File: src/rtl/dmem_responder.sv
// Data-memory responder for the MEM stage: serves loads/stores from a synchronous-read RAM
// or a valid/ready MMIO port, with RISC-V byte-lane steering, load extension and misalignment drop.
module dmem_responder #(
   parameter int          ADDR_W  = 14,
   parameter logic [15:0] MMIO_HI = 16'hC000
) (
   input  logic              clk,
   input  logic              rst,
   input  logic              req_valid,
   input  logic              req_we,
   input  logic [2:0]        req_funct3,
   input  logic [31:0]       req_addr,
   input  logic [31:0]       req_wdata,
   output logic              stall,
   output logic [31:0]       rdata,
   output logic              rdata_valid,
   output logic              misaligned,
   output logic              ram_en,
   output logic [3:0]        ram_we,
   output logic [ADDR_W-1:0] ram_addr,
   output logic [31:0]       ram_wdata,
   input  logic [31:0]       ram_rdata,
   output logic              mmio_valid,
   output logic              mmio_we,
   output logic [3:0]        mmio_be,
   output logic [31:0]       mmio_addr,
   output logic [31:0]       mmio_wdata,
   input  logic              mmio_ready,
   input  logic [31:0]       mmio_rdata
);

   // state     | meaning
   // IDLE      | accepting requests; stores and misaligned drops finish here
   // RAM_RD    | RAM read data arriving; format and return it
   // MMIO_WAIT | MMIO request outstanding, waiting for mmio_ready
   typedef enum logic [1:0] {
      IDLE      = 2'd0,
      RAM_RD    = 2'd1,
      MMIO_WAIT = 2'd2
   } state_t;

   localparam logic [2:0] F3_B  = 3'b000;
   localparam logic [2:0] F3_H  = 3'b001;
   localparam logic [2:0] F3_W  = 3'b010;
   localparam logic [2:0] F3_BU = 3'b100;
   localparam logic [2:0] F3_HU = 3'b101;

   state_t      state, state_nxt;
   logic [1:0]  lat_a;
   logic [2:0]  lat_f3;
   logic [2:0]  eff_f3;
   logic [1:0]  a;
   logic        is_mis;
   logic        mmio_hit;
   logic        start_mmio;
   logic [3:0]  lanes;
   logic [31:0] steered;

   // Anything not a legal size for the access direction collapses to a word access.
   function automatic logic [2:0] norm_f3(input logic we, input logic [2:0] f3);
      logic [2:0] r;
      case (f3)
         F3_B, F3_H, F3_W: r = f3;
         F3_BU, F3_HU:     r = we ? F3_W : f3;
         default:          r = F3_W;
      endcase
      return r;
   endfunction

   function automatic logic [3:0] lane_mask(input logic [2:0] f3, input logic [1:0] ofs);
      logic [3:0] r;
      case (f3)
         F3_B, F3_BU: r = 4'b0001 << ofs;
         F3_H, F3_HU: r = ofs[1] ? 4'b1100 : 4'b0011;
         default:     r = 4'b1111;
      endcase
      return r;
   endfunction

   function automatic logic [31:0] steer(input logic [2:0] f3, input logic [31:0] wd);
      logic [31:0] r;
      case (f3)
         F3_B:    r = {4{wd[7:0]}};
         F3_H:    r = {2{wd[15:0]}};
         default: r = wd;
      endcase
      return r;
   endfunction

   function automatic logic [31:0] fmt_load(input logic [31:0] w, input logic [1:0] ofs,
                                            input logic [2:0] f3);
      logic [7:0]  b;
      logic [15:0] h;
      logic [31:0] r;
      b = w[{ofs, 3'b000} +: 8];
      h = ofs[1] ? w[31:16] : w[15:0];
      case (f3)
         F3_B:    r = {{24{b[7]}}, b};
         F3_BU:   r = {24'h0, b};
         F3_H:    r = {{16{h[15]}}, h};
         F3_HU:   r = {16'h0, h};
         default: r = w;
      endcase
      return r;
   endfunction

   always_comb begin
      a        = req_addr[1:0];
      eff_f3   = norm_f3(req_we, req_funct3);
      lanes    = lane_mask(eff_f3, a);
      steered  = steer(eff_f3, req_wdata);
      mmio_hit = (req_addr[31:16] == MMIO_HI);
      case (eff_f3)
         F3_H, F3_HU: is_mis = a[0];
         F3_W:        is_mis = (a != 2'b00);
         default:     is_mis = 1'b0;
      endcase
   end

   // Outputs are gated by rst so a held request cannot re-raise stall while reset is active.
   always_comb begin
      state_nxt   = state;
      stall       = 1'b0;
      rdata       = 32'h0;
      rdata_valid = 1'b0;
      misaligned  = 1'b0;
      ram_en      = 1'b0;
      ram_we      = 4'b0000;
      ram_addr    = '0;
      ram_wdata   = 32'h0;
      start_mmio  = 1'b0;
      if (rst) begin
         case (state)
            IDLE: begin
               if (req_valid) begin
                  if (is_mis) begin
                     misaligned = 1'b1;
                  end else if (mmio_hit) begin
                     stall      = 1'b1;
                     start_mmio = 1'b1;
                     state_nxt  = MMIO_WAIT;
                  end else begin
                     ram_en   = 1'b1;
                     ram_addr = req_addr[ADDR_W+1:2];
                     if (req_we) begin
                        ram_we    = lanes;
                        ram_wdata = steered;
                     end else begin
                        stall     = 1'b1;
                        state_nxt = RAM_RD;
                     end
                  end
               end
            end
            RAM_RD: begin
               rdata_valid = 1'b1;
               rdata       = fmt_load(ram_rdata, lat_a, lat_f3);
               state_nxt   = IDLE;
            end
            MMIO_WAIT: begin
               if (mmio_ready) begin
                  rdata_valid = ~mmio_we;
                  if (!mmio_we) rdata = fmt_load(mmio_rdata, lat_a, lat_f3);
                  state_nxt = IDLE;
               end else begin
                  stall = 1'b1;
               end
            end
            default: state_nxt = IDLE;
         endcase
      end
   end

   always_ff @(posedge clk or negedge rst) begin
      if (!rst) begin
         state      <= IDLE;
         lat_a      <= 2'b00;
         lat_f3     <= 3'b000;
         mmio_valid <= 1'b0;
         mmio_we    <= 1'b0;
         mmio_be    <= 4'b0000;
         mmio_addr  <= 32'h0;
         mmio_wdata <= 32'h0;
      end else begin
         state <= state_nxt;
         if (state == IDLE) begin
            lat_a  <= a;
            lat_f3 <= eff_f3;
         end
         if (start_mmio) begin
            mmio_valid <= 1'b1;
            mmio_we    <= req_we;
            mmio_be    <= lanes;
            mmio_addr  <= req_addr;
            mmio_wdata <= steered;
         end else if (state == MMIO_WAIT && mmio_ready) begin
            mmio_valid <= 1'b0;
         end
      end
   end

endmodule

File: config.mk
export PLATFORM = sky130hd
export DESIGN_NAME = dmem_responder
export DESIGN_NICKNAME = d
export VERILOG_FILES = /design/src/rtl/dmem_responder.sv
export SDC_FILE = /design/constraint.sdc
export NUM_CORES = 1
export LEC_CHECK = 0
export CAP_MARGIN = 10
export CORE_AREA = 3 3 112 114
export DETAILED_ROUTE_END_ITERATION = 8
export DIE_AREA = 0 0 115 117
export DONT_BUFFER_PORTS = 1
export HOLD_SLACK_MARGIN = 0.1
export PLACE_DENSITY = 0.69
export SLEW_MARGIN = 20
export SYNTH_ARGS = -nofsm -noshare
export SYNTH_HDL_FRONTEND = slang
export SYNTH_SLANG_ARGS = --single-unit
File: constraint.sdc
create_clock -name clk -period 6.7 [get_ports clk]
set_input_delay 1.34 -clock clk [delete_from_list [all_inputs] [get_ports clk]]
set_output_delay 1.34 -clock clk [all_outputs]
set_load 0.05 [all_outputs]
==> reports/results.txt <==
Avg Inst Size Synth: 8.255 um2
WL/cell: 22.92 um
Share of layout cells above drive strength 1: 7.679%
Synth area leaders: dfrtp_1 38%, nand2_1 9.7%, mux2i_1 8.6%, o21ai_0 5.9%, and2_1 4.4%
Worst setup margin: 1.415 ns
Clk root buf: clkbuf_16
Gr usage total: 23.69%
Layout area overhead: 6.932%
Post-DP Area: 0.005152 mm2
Min-delay src: state[1]
Setup slack, reg-to-reg: 3.96 ns
Max-cap check violation count: 0
CTS tree: yes
Antenna Diode Count: 0
Chip width: 115 um
Final setup TNS: 0 ns
Post-CTS setup buffer count: 0
Post-synth EDFFs: 0
Htree depth: 3
Clock buffer depth: 2
Starting density of the core: 44.51%
Routed WL: 17.01 mm
CTS resizes: 0
Remaining antenna violation count: 0
Fin crit period: 5.285 ns
Hold Path Depth: 2
Vias in the first global route: 4566
Hpwl dp: 12.89 mm
Crit-path max FO: 28
Routed vias/inst: 6.431
Largest area contributor in the netlist: dfrtp_1
Vias: 4772
Share of the synthesized area in the top cell type: 37.59%
Post-synthesis cell area: 0.005126 mm2
Largest net degree at the start of global routing: 84
Fmax: 189.2 MHz
Register Area: 0.001927 mm2
Post-synthesis cell count: 621
Leakage: 0.002448 uW
Async SR Flop Fraction: 100.0%
DR DRC count: 0
Slew Viols, Final: 0
Syn_nets: 760
Synth Register Bits: 77
Yosys warns: 0
Worst hold path type: register to register
CP Capture Type: primary output
1st-iter DRT viols: 497
CTS buffer count: 9
Total power: 1776 uW
Total congestion overflow: 0
Critical path class: input port to primary output
Area of the core: 0.01152 mm2
Top-count cell post-synth: nand2_1
Commonest register cell after synthesis: dfrtp_1
Final worst-path cycle share: 78.88%
Initial antenna violation count: 0
Clk_lat worst skew: 0.33 ns
Required @ worst endpoint: 5.36 ns
Fin nets: 733
Port Buf Inserts: 0
Setup Skew: 0.005614 ns
Dpl cells: 726
Hold path endpoint: state[1]
Fill count: 1102
Placer Congestion: 0.8995
Slew HR: 25.94%
Worst r2r src: state[0]
Reg2Reg Depth: 6
I/O pins: 292
Fin. Hold Viols: 0
Register area share after synthesis: 37.59%
Row Count: 39
Pwr dens: 324.0 mW/mm2
Finished layout cell area: 0.005482 mm2
Outcome: complete, no violations
First-pass DRT Iterations: 5
Clock sinks: 77
Place WS: 1.475 ns
RSZ-0062 raised after global routing: false
Die area: 0.01346 mm2
Reg clk slew, reported paths: 0.06 ns
Slew at the pin closest to its max-slew limit: 1.114 ns
Netlist cell types: 58
Finished Layout Cells: 742
Hold Buf Count CTS: 0
Commonest cells in the netlist: 133 x nand2_1, 77 x dfrtp_1, 60 x o21ai_0
Peak VDD IR: 0.1484 mV
Reg2reg end: mmio_addr[24]
Worst setup SP type: input port
Multi-input gate area: 0.002969 mm2
Final setup fails: 0
Global-route wire length before repair: 24.90 mm
Crit path DAT: 3.94 ns
Die height: 117 um
cell usage in the layout (no fill, tap or decap), types with 6 or more instances in the layout:
master     count
o21ai_0       59
buf_4          7
and3_1         9
nand2b_1       6
inv_1          7
dfrtp_1       77
a22oi_1        7
a221o_1       16
nor2_1        51
and2_1        36
o221a_2        6
nand3_1       13
or3_1          7
nand2_1      133
a21oi_1       28
clkbuf_16      9
mux2i_1       44
cells by family (layout without fill, tap and decap cells):
group	after synthesis	in the layout	synth area share, %
AO/OA/AOI/OAI	158	158	21.04
adder cells (fa/ha/maj)	3	3	0.7323
buffers and inverters	53	31	4.833
flip-flops	77	77	37.59
multiplexers	50	50	10.57
AND/OR/NAND/NOR	280	280	25.24
how the worst max path moves through the flow:
stage | startpoint | endpoint | slack [ns] | cells past startpoint
6_report | req_we | ram_wdata[23] | 1.42 | 6
3_3_place_gp | req_we | ram_wdata[10] | 1.58 | 6
5_1_grt | req_funct3[2] | ram_wdata[23] | 1.26 | 6
4_1_cts | req_funct3[2] | ram_wdata[23] | 1.46 | 6
3_5_place_dp | req_funct3[2] | ram_wdata[23] | 1.47 | 6
2_1_floorplan | req_we | ram_wdata[14] | 2.23 | 6
cell type report:
cell class              count  share of cell area, %
inverters                   8                 0.5478
well taps                 143                  3.264
repair buffers              7                 0.9587
flip-flops and latches     77                  35.15
multi-input cells         491                  54.17
clock buffers              10                  4.177
clock inverters             6                  1.735
metrics by stage:
stage | hold WS (ns) | utilization, %
4_1_cts | 0.5428 | 47.56
6_report | 0.5448 | 47.60
2_1_floorplan | 0.4992 | -
3_3_place_gp | 0.5252 | 44.74
3_5_place_dp | 0.5293 | 44.74
5_1_grt | 0.5761 | 47.60
power breakdown:
| part | internal (uW) | total [uW] | switching (uW) |
|---|---|---|---|
| sequential | 479 | 529 | 49.8 |
| clock | 330 | 525 | 195 |
| combinational | 224 | 722 | 497 |
| total | 1030 | 1780 | 743 |
registers in the layout (all words and copies together) (netlist names):
register,count
mmio_be,4
mmio_addr,32
lat_f3,3
mmio_valid,1
mmio_wdata,32
state,2
lat_a,2
mmio_we,1
routing by layer:
metal	share of wire, %	vias to the layer above	wire length, um	GRT usage [%]
li1	-	2136	-	-
met1	37	2283	6289	28.81
met2	50	315	8580	40.59
met3	10	38	1768	6.838
met4	2.2	0	369	7.746
met5	0	-	0	0
critical path, cell delays in order:
cell and delay, ns:
a21oi_2 0.33, o21ai_1 0.23, nor3b_4 0.20, buf_4 0.33, nand2_1 0.58, nor2_1 0.93
(Power assumes the default switching activity.)
